`src/rtl/eth_pkg.sv`:
```
// Shared Ethernet definitions: reflected CRC-32 byte step, CRC constants,
// receive status bit positions and the FCS-checker state encoding.
package eth_pkg;

    localparam logic [31:0] CRC_POLY    = 32'hEDB88320;
    localparam logic [31:0] CRC_INIT    = 32'hFFFFFFFF;
    localparam logic [31:0] CRC_RESIDUE = 32'hDEBB20E3;

    localparam int LEN_W    = 11;
    localparam int ERR_W    = 3;
    localparam int ERR_CRC  = 0;
    localparam int ERR_RUNT = 1;
    localparam int ERR_OVER = 2;

    typedef enum logic [1:0] {
        ST_IDLE  = 2'd0,
        ST_RECV  = 2'd1,
        ST_FLUSH = 2'd2
    } rx_state_e;

    // LSB-first CRC update over one byte; register is never complemented here.
    function automatic logic [31:0] crc32_byte(input logic [31:0] crc,
                                               input logic [7:0]  data);
        logic [31:0] c;
        c = crc ^ {24'h0, data};
        for (int i = 0; i < 8; i++) begin
            c = c[0] ? ((c >> 1) ^ CRC_POLY) : (c >> 1);
        end
        return c;
    endfunction

endpackage

```
`src/rtl/eth_rx_fcs_check_if.sv`:
```
// Receive byte stream in, FCS-stripped byte stream and end-of-frame status out.
interface eth_rx_fcs_check_if;
    import eth_pkg::*;

    logic             Rx_Frame_Vld;
    logic             Rx_Byte_Rdy;
    logic [7:0]       Rx_Byte;
    logic [7:0]       Data_Byte;
    logic             Data_Byte_Rdy;
    logic             Data_Sof;
    logic             Frame_Done;
    logic             Frame_Good;
    logic [ERR_W-1:0] Frame_Err;
    logic [LEN_W-1:0] Frame_Len;

    modport master (
        output Rx_Frame_Vld, Rx_Byte_Rdy, Rx_Byte,
        input  Data_Byte, Data_Byte_Rdy, Data_Sof,
        input  Frame_Done, Frame_Good, Frame_Err, Frame_Len
    );

    modport slave (
        input  Rx_Frame_Vld, Rx_Byte_Rdy, Rx_Byte,
        output Data_Byte, Data_Byte_Rdy, Data_Sof,
        output Frame_Done, Frame_Good, Frame_Err, Frame_Len
    );

endinterface

```
`src/rtl/eth_rx_fcs_dly.sv`:
```
// Four-byte delay line that holds back the trailing FCS; once full, every push
// emits the oldest byte, the first emission after a flush flagged as start of frame.
module eth_rx_fcs_dly (
    input  logic       clk_i,
    input  logic       rst_ni,
    input  logic       push_i,
    input  logic       flush_i,
    input  logic [7:0] byte_i,
    output logic [7:0] byte_o,
    output logic       emit_o,
    output logic       sof_o
);

    logic [3:0][7:0] sh_q, sh_d;
    logic [2:0]      fill_q, fill_d;
    logic            pend_q, pend_d;
    logic [7:0]      byte_q, byte_d;
    logic            emit_q, emit_d;
    logic            sof_q, sof_d;

    always_comb begin
        sh_d   = sh_q;
        fill_d = fill_q;
        pend_d = pend_q;
        byte_d = byte_q;
        emit_d = 1'b0;
        sof_d  = 1'b0;
        if (flush_i) begin
            fill_d = 3'd0;
            pend_d = 1'b1;
        end else if (push_i) begin
            // Entry 3 is the oldest byte; it leaves only when all four are occupied.
            sh_d = {sh_q[2:0], byte_i};
            if (fill_q == 3'd4) begin
                emit_d = 1'b1;
                byte_d = sh_q[3];
                sof_d  = pend_q;
                pend_d = 1'b0;
            end else begin
                fill_d = fill_q + 3'd1;
            end
        end
    end

    always_ff @(posedge clk_i or negedge rst_ni) begin
        if (!rst_ni) begin
            sh_q   <= '0;
            fill_q <= 3'd0;
            pend_q <= 1'b1;
            byte_q <= 8'h00;
            emit_q <= 1'b0;
            sof_q  <= 1'b0;
        end else begin
            sh_q   <= sh_d;
            fill_q <= fill_d;
            pend_q <= pend_d;
            byte_q <= byte_d;
            emit_q <= emit_d;
            sof_q  <= sof_d;
        end
    end

    assign byte_o = byte_q;
    assign emit_o = emit_q;
    assign sof_o  = sof_q;

endmodule

```
`src/rtl/eth_rx_fcs_check.sv`:
```
// Receive FCS checker: CRC-32 over DA..FCS, FCS stripped through a delay line,
// length/runt/oversize/CRC status strobed once per frame.
module eth_rx_fcs_check
    import eth_pkg::*;
#(
    parameter int MIN_LEN = 64,
    parameter int MAX_LEN = 1518
) (
    input logic              Clk,
    input logic              Rst_n,
    eth_rx_fcs_check_if.slave bus
);

    localparam logic [LEN_W-1:0] MIN_L   = LEN_W'(MIN_LEN);
    localparam logic [LEN_W-1:0] MAX_L   = LEN_W'(MAX_LEN);
    localparam logic [LEN_W-1:0] LEN_SAT = '1;

    rx_state_e        state_q;
    logic             first_q;
    logic [31:0]      lfsr_q, lfsr_d;
    logic [LEN_W-1:0] len_q, len_d;
    logic             done_q, good_q;
    logic [ERR_W-1:0] err_q, err_d;
    logic [LEN_W-1:0] flen_q;
    logic             accept;
    logic             frame_end;

    // A frame already in flight when reset releases is not ours to check.
    assign accept = bus.Rx_Frame_Vld & bus.Rx_Byte_Rdy &
                    ((state_q == ST_RECV) | ((state_q == ST_IDLE) & ~first_q));
    assign frame_end = (state_q == ST_RECV) & ~bus.Rx_Frame_Vld;

    always_comb begin
        lfsr_d = lfsr_q;
        len_d  = len_q;
        if (frame_end) begin
            lfsr_d = CRC_INIT;
            len_d  = '0;
        end else if (accept) begin
            lfsr_d = crc32_byte(lfsr_q, bus.Rx_Byte);
            if (len_q != LEN_SAT) len_d = len_q + 1'b1;
        end
    end

    always_comb begin
        err_d           = '0;
        err_d[ERR_CRC]  = (lfsr_q != CRC_RESIDUE);
        err_d[ERR_RUNT] = (len_q < MIN_L);
        err_d[ERR_OVER] = (len_q > MAX_L);
    end

    always_ff @(posedge Clk or negedge Rst_n) begin
        if (!Rst_n) begin
            state_q <= ST_IDLE;
            first_q <= 1'b1;
            lfsr_q  <= CRC_INIT;
            len_q   <= '0;
            done_q  <= 1'b0;
            good_q  <= 1'b0;
            err_q   <= '0;
            flen_q  <= '0;
        end else begin
            first_q <= 1'b0;
            done_q  <= 1'b0;
            lfsr_q  <= lfsr_d;
            len_q   <= len_d;
            case (state_q)
                ST_IDLE: begin
                    if (bus.Rx_Frame_Vld) state_q <= first_q ? ST_FLUSH : ST_RECV;
                end
                ST_RECV: begin
                    if (!bus.Rx_Frame_Vld) begin
                        state_q <= ST_IDLE;
                        done_q  <= 1'b1;
                        good_q  <= (err_d == '0);
                        err_q   <= err_d;
                        flen_q  <= len_q;
                    end
                end
                ST_FLUSH: begin
                    if (!bus.Rx_Frame_Vld) state_q <= ST_IDLE;
                end
                default: state_q <= ST_IDLE;
            endcase
        end
    end

    eth_rx_fcs_dly u_dly (
        .clk_i   (Clk),
        .rst_ni  (Rst_n),
        .push_i  (accept),
        .flush_i (frame_end),
        .byte_i  (bus.Rx_Byte),
        .byte_o  (bus.Data_Byte),
        .emit_o  (bus.Data_Byte_Rdy),
        .sof_o   (bus.Data_Sof)
    );

    assign bus.Frame_Done = done_q;
    assign bus.Frame_Good = good_q;
    assign bus.Frame_Err  = err_q;
    assign bus.Frame_Len  = flen_q;

endmodule

```
`src/flat_wrapper.sv`:
```
// flat-port wrapper written by rule: the top's interface ports become plain ports
module eth_rx_fcs_check_flat import eth_pkg::*;
#(
    parameter int MIN_LEN = 64,
    parameter int MAX_LEN = 1518
)
  (Clk, Rst_n, bus_Rx_Frame_Vld, bus_Rx_Byte_Rdy, bus_Rx_Byte, bus_Data_Byte, bus_Data_Byte_Rdy, bus_Data_Sof, bus_Frame_Done, bus_Frame_Good, bus_Frame_Err, bus_Frame_Len);
  eth_rx_fcs_check_if bus_i ();
  input logic Clk;
  input logic Rst_n;
  input wire logic [$bits(bus_i.Rx_Frame_Vld)-1:0] bus_Rx_Frame_Vld;
  input wire logic [$bits(bus_i.Rx_Byte_Rdy)-1:0] bus_Rx_Byte_Rdy;
  input wire logic [$bits(bus_i.Rx_Byte)-1:0] bus_Rx_Byte;
  output wire logic [$bits(bus_i.Data_Byte)-1:0] bus_Data_Byte;
  output wire logic [$bits(bus_i.Data_Byte_Rdy)-1:0] bus_Data_Byte_Rdy;
  output wire logic [$bits(bus_i.Data_Sof)-1:0] bus_Data_Sof;
  output wire logic [$bits(bus_i.Frame_Done)-1:0] bus_Frame_Done;
  output wire logic [$bits(bus_i.Frame_Good)-1:0] bus_Frame_Good;
  output wire logic [$bits(bus_i.Frame_Err)-1:0] bus_Frame_Err;
  output wire logic [$bits(bus_i.Frame_Len)-1:0] bus_Frame_Len;
  assign bus_i.Rx_Frame_Vld = bus_Rx_Frame_Vld;
  assign bus_i.Rx_Byte_Rdy = bus_Rx_Byte_Rdy;
  assign bus_i.Rx_Byte = bus_Rx_Byte;
  assign bus_Data_Byte = bus_i.Data_Byte;
  assign bus_Data_Byte_Rdy = bus_i.Data_Byte_Rdy;
  assign bus_Data_Sof = bus_i.Data_Sof;
  assign bus_Frame_Done = bus_i.Frame_Done;
  assign bus_Frame_Good = bus_i.Frame_Good;
  assign bus_Frame_Err = bus_i.Frame_Err;
  assign bus_Frame_Len = bus_i.Frame_Len;
  eth_rx_fcs_check #(.MIN_LEN(MIN_LEN), .MAX_LEN(MAX_LEN)) u_core (.Clk(Clk), .Rst_n(Rst_n), .bus(bus_i));
endmodule
```
`config.mk`:
```
export PLATFORM = sky130hd
export DESIGN_NAME = eth_rx_fcs_check_flat
export DESIGN_NICKNAME = d
export VERILOG_FILES = /design/src/rtl/eth_pkg.sv /design/src/rtl/eth_rx_fcs_check_if.sv /design/src/rtl/eth_rx_fcs_dly.sv /design/src/rtl/eth_rx_fcs_check.sv /design/src/flat_wrapper.sv
export SDC_FILE = /design/constraint.sdc
export NUM_CORES = 1
export LEC_CHECK = 0
export ABC_AREA = 1
export CELL_PAD_IN_SITES_DETAIL_PLACEMENT = 0
export CELL_PAD_IN_SITES_GLOBAL_PLACEMENT = 1
export CORE_MARGIN = 2
export CORE_UTILIZATION = 35
export CTS_BUF_LIST = sky130_fd_sc_hd__clkbuf_8
export DETAILED_ROUTE_END_ITERATION = 10
export GPL_TIMING_DRIVEN = 0
export PLACE_DENSITY_LB_ADDON = 0.1
export RECOVER_POWER = 25
export SETUP_SLACK_MARGIN = 0.1
export SLEW_MARGIN = 0
export SYNTH_ARGS = -nofsm -noshare
export SYNTH_HDL_FRONTEND = slang
export SYNTH_SLANG_ARGS = --single-unit
```
`constraint.sdc`:
```
create_clock -name Clk -period 2.3 [get_ports Clk]
set_clock_uncertainty 0.1 [all_clocks]
set_input_delay 0.345 -clock Clk [delete_from_list [all_inputs] [get_ports Clk]]
set_output_delay 0.345 -clock Clk [all_outputs]
set_load 0.05 [all_outputs]
```
==> Yosys cells after proc, flatten, opt, wreduce, memory -nomap -nowiden <==
Cells that the tools add are included.
{ "op_classes": {"add_sub_neg": 2, "n_lt_le_gt_ge": 2, "n_eq_ne": 8, "mux": 31, "n_bitwise": 17, "reduce_logical": 13} }
{ "ops": {"columns": ["op", "count"], "rows": [
  ["32-bit 2-to-1 mux", 10],
  ["13-bit inverter with 14-bit output", 8],
  ["11-bit 2-to-1 mux", 3],
  ["32-bit inequality test (second input constant)", 1],
  ["32-bit by 8-bit bitwise XOR with 32-bit output", 1],
  ["2-bit AND reduction", 6],
  ["11-bit by 1-bit adder with 11-bit output (second input constant)", 1],
  ["11-bit > comparator (second input constant)", 1],
  ["11-bit by 7-bit less-than comparator with 1-bit output (second input constant)", 1],
  ["1-bit 2-to-1 mux", 11],
  ["11-bit inequality test (second input constant)", 1],
  ["3-bit 2-to-1 mux", 3],
  ["2-bit 2-to-1 mux", 3],
  ["2-bit nonzero test", 3],
  ["1-bit AND", 4],
  ["2-bit inequality test (second input constant)", 2],
  ["2-bit case mux with 2 select lines", 1],
  ["3-bit by 1-bit adder with 3-bit output (second input constant)", 1],
  ["3-bit == test (second input constant)", 1],
  ["3-bit zero test", 1],
  ["1-bit inverter", 3],
  ["3-bit AND reduction", 1],
  ["2-bit by 1-bit == test with 1-bit output (second input constant)", 1],
  ["2-bit == test (second input constant)", 1],
  ["other kinds (4)", 4]
]} }
{ "totals": {"register_bits": 108, "inputBits": 12, "output_inout_bits": 26, "word_cells": 90} }

==> Logic depth before layout (Yosys ltp) <==
Gate-level depths: netlist of the first run.
{ "logic_depth": {"depth_word": 19, "depth_mapped": 12, "depth_no_buf": 12} }

==> Cells and area by module <==
Synthesis of the first run repeated with hierarchy kept, for this count alone.
{ "hier_totals": {"hier_cells": 709, "hier_area_um2": 5714.2} }
{ "by_module_without_submodules": {"columns": ["mod", "instances", "cells_each", "area_each_um2", "seq_area_each_um2"], "rows": [
  ["eth_rx_fcs_check", 1, 518, 3872.5, 1592.8],
  ["eth_rx_fcs_dly", 1, 191, 1841.8, 1152.4]
]} }

==> Worst setup path after synthesis of the first run <==
Ideal clock, no wire load.
{ "synth_timing": {"path_kind": "flip-flop to flip-flop", "from": "register u_core.state_q[0]", "to": "register u_core.u_dly.byte_q[0], in the netlist u_core.u_dly.byte_o[0]", "setup_time_ps": 122, "arrival_time_ps": 1387, "required_time_ps": 2078, "path_slack_ps": 691, "stages_incl_launch_ff": 11, "path_buffers": 1, "synth_period_minus_slack_ps": 1609, "cell_sequence": "dfrtp_1 > inv_1 > ha_1 > nand2_1 > nand2_1 > nand3_4 > nor2_4 > inv_1 > buf_2 > nand2_1 > o21ai_1"} }
{ "synth_between": {"elab_chain_cells": 5, "elab_cells_between_ends": 8, "cone_classes": "eq/ne (1); bitwise (5); reduce/logical (2)"} }
{ "synth_rtl": {"columns": ["item", "line_no", "source"], "rows": [
  ["start: declaration", "eth_rx_fcs_check.sv:18", "rx_state_e state_q;"],
  ["start signal: assignment", "eth_rx_fcs_check.sv:69", "if (bus.Rx_Frame_Vld) state_q <= first_q ? ST_FLUSH : ST_RECV;"],
  ["2-bit zero test", "eth_rx_fcs_check.sv:30", "((state_q == ST_RECV) | ((state_q == ST_IDLE) & ~first_q));"],
  ["1-bit AND", "eth_rx_fcs_check.sv:30", null],
  ["1-bit bitwise OR", "eth_rx_fcs_check.sv:30", null],
  ["1-bit AND", "eth_rx_fcs_check.sv:29", "assign accept = bus.Rx_Frame_Vld & bus.Rx_Byte_Rdy &"],
  ["3-bit AND reduction (no source line) (*)", null, null],
  ["end signal: assignment", "eth_rx_fcs_dly.sv:57", "byte_q <= byte_d;"],
  ["end: declaration", "eth_rx_fcs_dly.sv:17", "logic [7:0] byte_q, byte_d;"]
]} }
Mark *: on every way between the ends. The rest lies on a longest branch, timed or not.
A chain may end at the register's enable or synchronous reset.

==> Worst setup path in the final report of the first run <==
{ "layout_timing": {"from": "register u_core.u_dly.byte_q[7], in the netlist u_core.u_dly.byte_o[7]", "to": "output bus_Data_Byte[7]"} }
{ "layout_rtl": {"columns": ["item", "line_no", "source"], "rows": [
  ["end: declaration", "flat_wrapper.sv:14", "output wire logic [$bits(bus_i.Data_Byte)-1:0] bus_Data_Byte;"]
]} }
No word-level cell between the ends.

==> impl_results.md, run 1 <==
* R2R depth at 10
* CTS resizes at 0
* Htree depth at 3
* Buf/Inv on CP at 1
* Cell variety after synth at 38
* Crit path required time at 1.86 ns
* Max-slew violation count at 0
* Port Buf Inserts at 37
* Setup crit end kind: output port
* Maxcap violations at 0
* Part of the power in combinational logic at 51.0%
* Largest stage delay, worst path at 0.80 ns
* DR WL/cell at 15.7 um
* YS warnings at 0
* DP HPWL at 11,400 um
* Startpoint types: flip-flop
* DRT antenna net count at 0
* GP Congestion at 0.839
* First-pass GRT wire length at 25,500 um
* Worst Hold Depth at 2
* Initial DRT Pass Iterations at 5
* Clk pwr share at 12.9%
* Row cnt at 47
* Fin. Hold Viols at 0
* I/O Pins at 38
* Most common cell after layout, fill and taps aside: nand2_1
* Leakage at 3.23 nW
* Internal Pwr Total at 4.85 mW
* Setup repair after global routing missed its margin: false
* Die height at 133 um
* Vias in the first global route at 4,663
* Via count at 4,828
* Die area at 17,700 um2
* Mean Syn Cell Area at 8.00 um2
* # diodes at 0
* Crit path max-delay family: buffers and inverters
* Final core occ at 40.8%
* Area grow syn2layout at 15.2%
* Sink Count at 108
* Peak Freq at 0.494 GHz
* Vias per Instance at 4.82
* P_sw at 4.56 mW
* Post-layout min period at 2.02 ns
* Nets at 794
* Cells after Synth at 727
* Outcome: finished, final reports clean
* Gr usage total at 18.7%
* Pwr Density at 1410 nW/um2
* Crit path DAT at 1.58 ns
* Share of cells above drive strength 1 at 16.6%
* Sw frac at 48.5%
* Root buf cell: clkbuf_8
* Headroom to the max-slew limit at 10.3%
* Crit-path cells: clkdlybuf4s50_1
* Worst vdd ir at 0.509 mV
* Worst Hold Class: flip-flop to flip-flop
* Postcts setup bufs at 0
* Clk slew on worst S/H paths at 0.12 ns
* Setup Viol. Count Final at 0
* WS Path Type: flip-flop to output port
* Period utilization at 88.0%
* Sequential cell area fraction in the yosys report at 47.2%
* CP Max Fanout at 2
* Fill count at 1,641
* GRT Residual Overflow at 0
* CTS buffer count at 9
* Reg power frac at 36.1%
* Number of remaining DRC errors at 0
* Actual slew at the worst max-slew pin at 1.35 ns
* Synthesized net count at 745
* Initial antenna violation count at 0
* Bufs on Longest Clock Path at 2
* Largest net degree at the start of global routing at 58
* Commonest non-fill, non-tap cells in the layout: nand2_1, dfrtp_1, o21ai_0
* Slowest-stage cell, CP: clkdlybuf4s50_1
* Initial Util at 35.4%
* Clk_lat worst skew at 0.40 ns
* #FFs+latches synth at 108
* CTS tree: yes
* Die Wd at 133 um
* Total length of routed wires at 15,700 um
* Post-Syn Area at 5820 um2
* Critical path depth at 1
* DR iter-0 viols at 379
* Core Region at 16,400 um2
* Overall Power at 9.42 mW
-- power groups by stage --
stage | registers [mW] | logic [mW] | clock network, mW
final | 3.40 | 4.81 | 1.21
after global routing | 3.50 | 5.38 | 1.34
after CTS | 3.40 | 4.84 | 1.27
after detailed placement | 3.44 | 4.82 | 0
after global placement | 3.42 | 4.76 | 0
after floorplan | 3.81 | 3.02 | 0
-- sequential cells by signal, summed over array words and instances (netlist names), 2 cells and up --
| name | count |
|---|---|
| u_core.bus.Frame_Err | 3 |
| u_core.u_dly.fill_q | 3 |
| u_core.state_q | 2 |
| u_core.u_dly.sh_q | 32 |
| u_core.bus.Frame_Len | 11 |
| u_core.u_dly.byte_o | 8 |
| u_core.lfsr_q | 32 |
| u_core.len_q | 11 |
-- cells in the mapped netlist, drive strengths merged --
master | instances | share of area [%]
a21oi | 7 | 0.60
a22oi | 4 | 0.52
buf | 9 | 1.0
clkbuf | 11 | 0.73
conb | 1 | 0.064
dfrtp | 74 | 32
dfstp | 34 | 15
ha | 6 | 1.3
inv | 74 | 4.8
mux2i | 1 | 0.17
nand2 | 291 | 21
nand3 | 44 | 4.3
nand4 | 13 | 1.4
nor2 | 23 | 2.1
nor3 | 4 | 0.54
nor4 | 4 | 0.43
o21ai | 88 | 8.2
o22ai | 1 | 0.11
o41ai | 1 | 0.15
or2 | 3 | 0.32
xnor2 | 10 | 1.5
xor2 | 24 | 4.0
-- layer usage --
layer,wire length (um),GRT usage [%]
met5,0,0
met4,414,7.83
met3,447,2.34
met2,7220,29.7
met1,7630,25.8
-- per-stage QoR --
| step | cells | TNS, ns | area [um2] | hold WS [ns] | worst slack (ns) |
|---|---|---|---|---|---|
| finish | 1001 | 0 | 6700 | 0.379 | 0.275 |
| global route | 1001 | 0 | 6700 | 0.406 | 0.100 |
| CTS | 1001 | 0 | 6700 | 0.387 | 0.247 |
| detailed placement | 985 | -0.161 | 6490 | 0.337 | -0.0464 |
| global placement | 984 | -331.90 | 6460 | 0.353 | -3.51 |
| floorplan | 727 | 0 | 5820 | -0.0506 | 0.691 |
-- worst paths after layout --
check	slack (ns)	end	start
worst min-delay path	0.38	u_core.bus.Frame_Len[1]$_DFFE_PN0P_	u_core.bus.Frame_Len[1]$_DFFE_PN0P_
min in group asynchronous	0.67	u_core.u_dly.emit_o$_DFF_PN0_	Rst_n
worst max register to register	0.28	u_core.lfsr_q[5]$_DFFE_PN1P_	u_core.state_q[0]$_DFFE_PN0P_
worst min register to register	0.38	u_core.bus.Frame_Len[1]$_DFFE_PN0P_	u_core.bus.Frame_Len[1]$_DFFE_PN0P_
max in group asynchronous	0.45	u_core.lfsr_q[28]$_DFFE_PN1P_	Rst_n
worst max-delay path	0.28	bus_Data_Byte[7]	u_core.u_dly.byte_o[7]$_DFFE_PN0P_
-- timing repair --
item / 4_1_cts / 5_1_grt
endpoints found under the hold margin: 44 / 0
hold buffers: 1 / 0
setup endpoints to repair: 6 / 0
-- logic make-up (layout without fill, tap and decap cells) --
| kind of cell | Yosys count | count (layout) | synth area share (%) |
|---|---|---|---|
| compound gates | 101 | 101 | 9.60 |
| xor+xnor | 34 | 34 | 5.51 |
| fa+ha+maj | 6 | 6 | 1.29 |
| buf+inv | 94 | 148 | 6.58 |
| flops | 108 | 108 | 47.2 |
| mux | 1 | 1 | 0.172 |
| other cells | 1 | 1 | 0.0645 |
| simple gates | 382 | 382 | 29.6 |
-- layout make-up --
class | instances | area [um2] | share of cell area [%]
flip-flops and latches | 108 | 2750 | 41.0
multi-input cells | 525 | 2690 | 40.1
repair buffers | 39 | 403 | 6.02
inverters | 74 | 280 | 4.18
well taps | 220 | 275 | 4.11
clock buffers | 9 | 124 | 1.85
plain buffers | 19 | 98.8 | 1.48
clock inverters | 7 | 83.8 | 1.25
(Power assumes the default switching activity.)
==> inputs of run 2 (changes only) <==
--- a/config.mk
+++ b/config.mk
@@ -6,12 +6,14 @@
 export NUM_CORES = 1
 export LEC_CHECK = 0
 export ABC_AREA = 1
+export CAP_MARGIN = 20
 export CELL_PAD_IN_SITES_DETAIL_PLACEMENT = 0
 export CELL_PAD_IN_SITES_GLOBAL_PLACEMENT = 1
 export CORE_MARGIN = 2
 export CORE_UTILIZATION = 35
 export CTS_BUF_LIST = sky130_fd_sc_hd__clkbuf_8
 export DETAILED_ROUTE_END_ITERATION = 10
+export DONT_BUFFER_PORTS = 1
 export GPL_TIMING_DRIVEN = 0
 export PLACE_DENSITY_LB_ADDON = 0.1
 export RECOVER_POWER = 25
==> constraint.sdc (replaced) <==
create_clock -name Clk -period 2.3 [get_ports Clk]
set_clock_uncertainty 0.1 [all_clocks]
set_input_delay 0.345 -clock Clk [delete_from_list [all_inputs] [get_ports Clk]]
set_output_delay 0.345 -clock Clk [all_outputs]
set_load 0.02 [all_outputs]
==> impl_results.md, run 2 (synthesized netlist as in run 1, its figures left out) <==
* Largest stage delay, worst path at 0.40 ns (-0.40 ns)
* DR WL/cell at 16.3 um (+3.8%)
* R2R Setup Slk at 0.30 ns (+0.02 ns)
* Peak Freq at 0.499 GHz (+1.1%)
* Via count at 4,739 (-1.8%)
* Gr usage total at 18.7% (+0.020 points)
* Crit path required time at 2.53 ns (+0.67 ns)
* Initial DRT Pass Iterations at 5 (unchanged)
* Fill count at 1,714 (+4.4%)
* Setup repair after global routing missed its margin: false
* Pwr Density at 1390 nW/um2 (-0.81%)
* Number of remaining DRC errors at 0 (unchanged)
* Headroom to the max-slew limit at 57.3% (+47 points)
* Die Wd at 133 um (unchanged)
* Initial antenna violation count at 0 (unchanged)
* Crit path DAT at 2.23 ns (+0.65 ns)
* Setup TNS at 0 ns (unchanged)
* Crit-path cells: inv_1 > ha_1 > nand2_1 > nand2_1 > nand3_4 > inv_2 > nor2_4 > inv_2 > o21ai_0 > inv_1
* Fin. Hold Viols at 108 (+108)
* Buf/Inv on CP at 4 (+3)
* Slowest-stage cell, CP: dfrtp_1
* CTS buffer count at 9 (unchanged)
* Design area at 6300 um2 (-5.9%)
* Clk_lat worst skew at 0.39 ns (about the same)
* Crit path max-delay family: simple AND/OR/NAND/NOR gates
* WHS at -0.471 ns (-0.850 ns)
* CTS tree: yes
* Largest registers: u_core.lfsr_q (32), u_core.u_dly.sh_q (32)
* Worst Hold Class: primary input to asynchronous set/reset pin
* Nets at 755 (-4.9%)
* Row cnt at 47 (unchanged)
* Bufs on Longest Clock Path at 2 (unchanged)
* I/O Pins at 38 (unchanged)
* Clk pwr share at 14.6% (+1.7 points)
* Share of cells above drive strength 1 at 17.4% (+0.74 points)
* DR iter-0 viols at 312 (-18%)
* Reg power frac at 41.1% (+5.0 points)
* Violated checks: hold timing
* Clk slew on worst S/H paths at 0.12 ns (about the same)
* Sink Count at 108 (unchanged)
* DP HPWL at 11,200 um (-1.7%)
* WS Path Type: flip-flop to flip-flop
* Period utilization at 87.1% (-0.92 points)
* Setup crit end kind: flip-flop
* GRT Residual Overflow at 0 (unchanged)
* Startpoint types: flip-flop
* Part of the power in combinational logic at 44.3% (-6.7 points)
* Total length of routed wires at 15,700 um (-0.25%)
* Setup Viol. Count Final at 0 (unchanged)
* Root buf cell: clkbuf_8
* Die area at 17,700 um2 (unchanged)
* # diodes at 0 (unchanged)
* Largest net degree at the start of global routing at 109 (+88%)
* Commonest non-fill, non-tap cells in the layout: nand2_1, dfrtp_1, o21ai_0
* Worst vdd ir at 0.407 mV (-20%)
* Vias per Instance at 4.93 (+2.1%)
* Sw frac at 46.7% (-1.8 points)
* Vias in the first global route at 4,616 (-1.0%)
* First-pass GRT wire length at 25,500 um (about the same)
* P_sw at 4.10 mW (-10%)
* Maxcap violations at 0 (unchanged)
* Most common cell after layout, fill and taps aside: nand2_1
* Leakage at 3.08 nW (-4.5%)
* Internal Pwr Total at 4.69 mW (-3.5%)
* Outcome: complete, but fails checks
* Postcts setup bufs at 0 (unchanged)
* Area grow syn2layout at 8.35%
* Max-slew violation count at 0 (unchanged)
* Die height at 133 um (unchanged)
* Post-layout min period at 2.00 ns (-0.0211 ns)
* Placed Instance Area at 6090 um2 (-6.1%)
* Core Region at 16,400 um2 (unchanged)
* Final core occ at 38.4% (-2.4 points)
* Port Buf Inserts at 0 (-100%)
* Initial Util at 35.4% (unchanged)
* Actual slew at the worst max-slew pin at 0.641 ns (-0.704 ns)
* CP Max Fanout at 8 (+6)
* GP Congestion at 0.850 (+1.2%)
* Htree depth at 3 (unchanged)
* DRT antenna net count at 0 (unchanged)
run 2: final cells by class:
class,count,area [um2],share of cell area (%)
plain buffers,19,100,1.59
well taps,220,275,4.37
inverters,74,280,4.45
multi-input cells,525,2690,42.7
clock buffers,9,124,1.97
flip-flops and latches,108,2750,43.6
clock inverters,7,88.8,1.41
run 2: worst paths after layout:
path	cells past startpoint	from	to
worst max register to register	10	u_core.state_q[0]$_DFFE_PN0P_	u_core.lfsr_q[9]$_DFFE_PN1P_
max in group asynchronous	0	Rst_n	u_core.lfsr_q[28]$_DFFE_PN1P_
worst min-delay path	0	Rst_n	u_core.u_dly.emit_o$_DFF_PN0_
min in group Clk	2	bus_Rx_Byte[7]	u_core.u_dly.sh_q[7]$_DFFE_PN0P_
worst max-delay path	10	u_core.state_q[0]$_DFFE_PN0P_	u_core.lfsr_q[9]$_DFFE_PN1P_
worst min register to register	2	u_core.lfsr_q[24]$_DFFE_PN1P_	u_core.lfsr_q[24]$_DFFE_PN1P_
run 2: timing repair:
action	CTS	global route
resized for setup	0	2
setup endpoints to repair	6	7
cloned	0	0
endpoints found under the hold margin	108	108
run 2: power groups by stage:
stage	combinational [mW]	clock, mW	sequential [mW]
2_1_floorplan	3.02	0	3.46
3_3_place_gp	3.84	0	3.64
3_5_place_dp	3.90	0	3.66
4_1_cts	3.92	1.33	3.62
5_1_grt	4.44	1.39	3.73
6_report	3.89	1.28	3.62
run 2: routing by layer:
metal / part of all wire, % / GRT usage [%]
met1: 47 / 25.5
met2: 46 / 29.6
met3: 4.9 / 2.99
met4: 2.7 / 8.06
met5: 0 / 0
run 2: metrics by stage:
stage                     setup WS [ns]  power (mW)  instances
after global routing              0.115        9.57        962
after CTS                         0.266        8.87        962
after detailed placement          0.104        7.56        947
after floorplan                   0.697        6.48        727
after global placement            0.140        7.48        947
final                             0.296        8.79        962
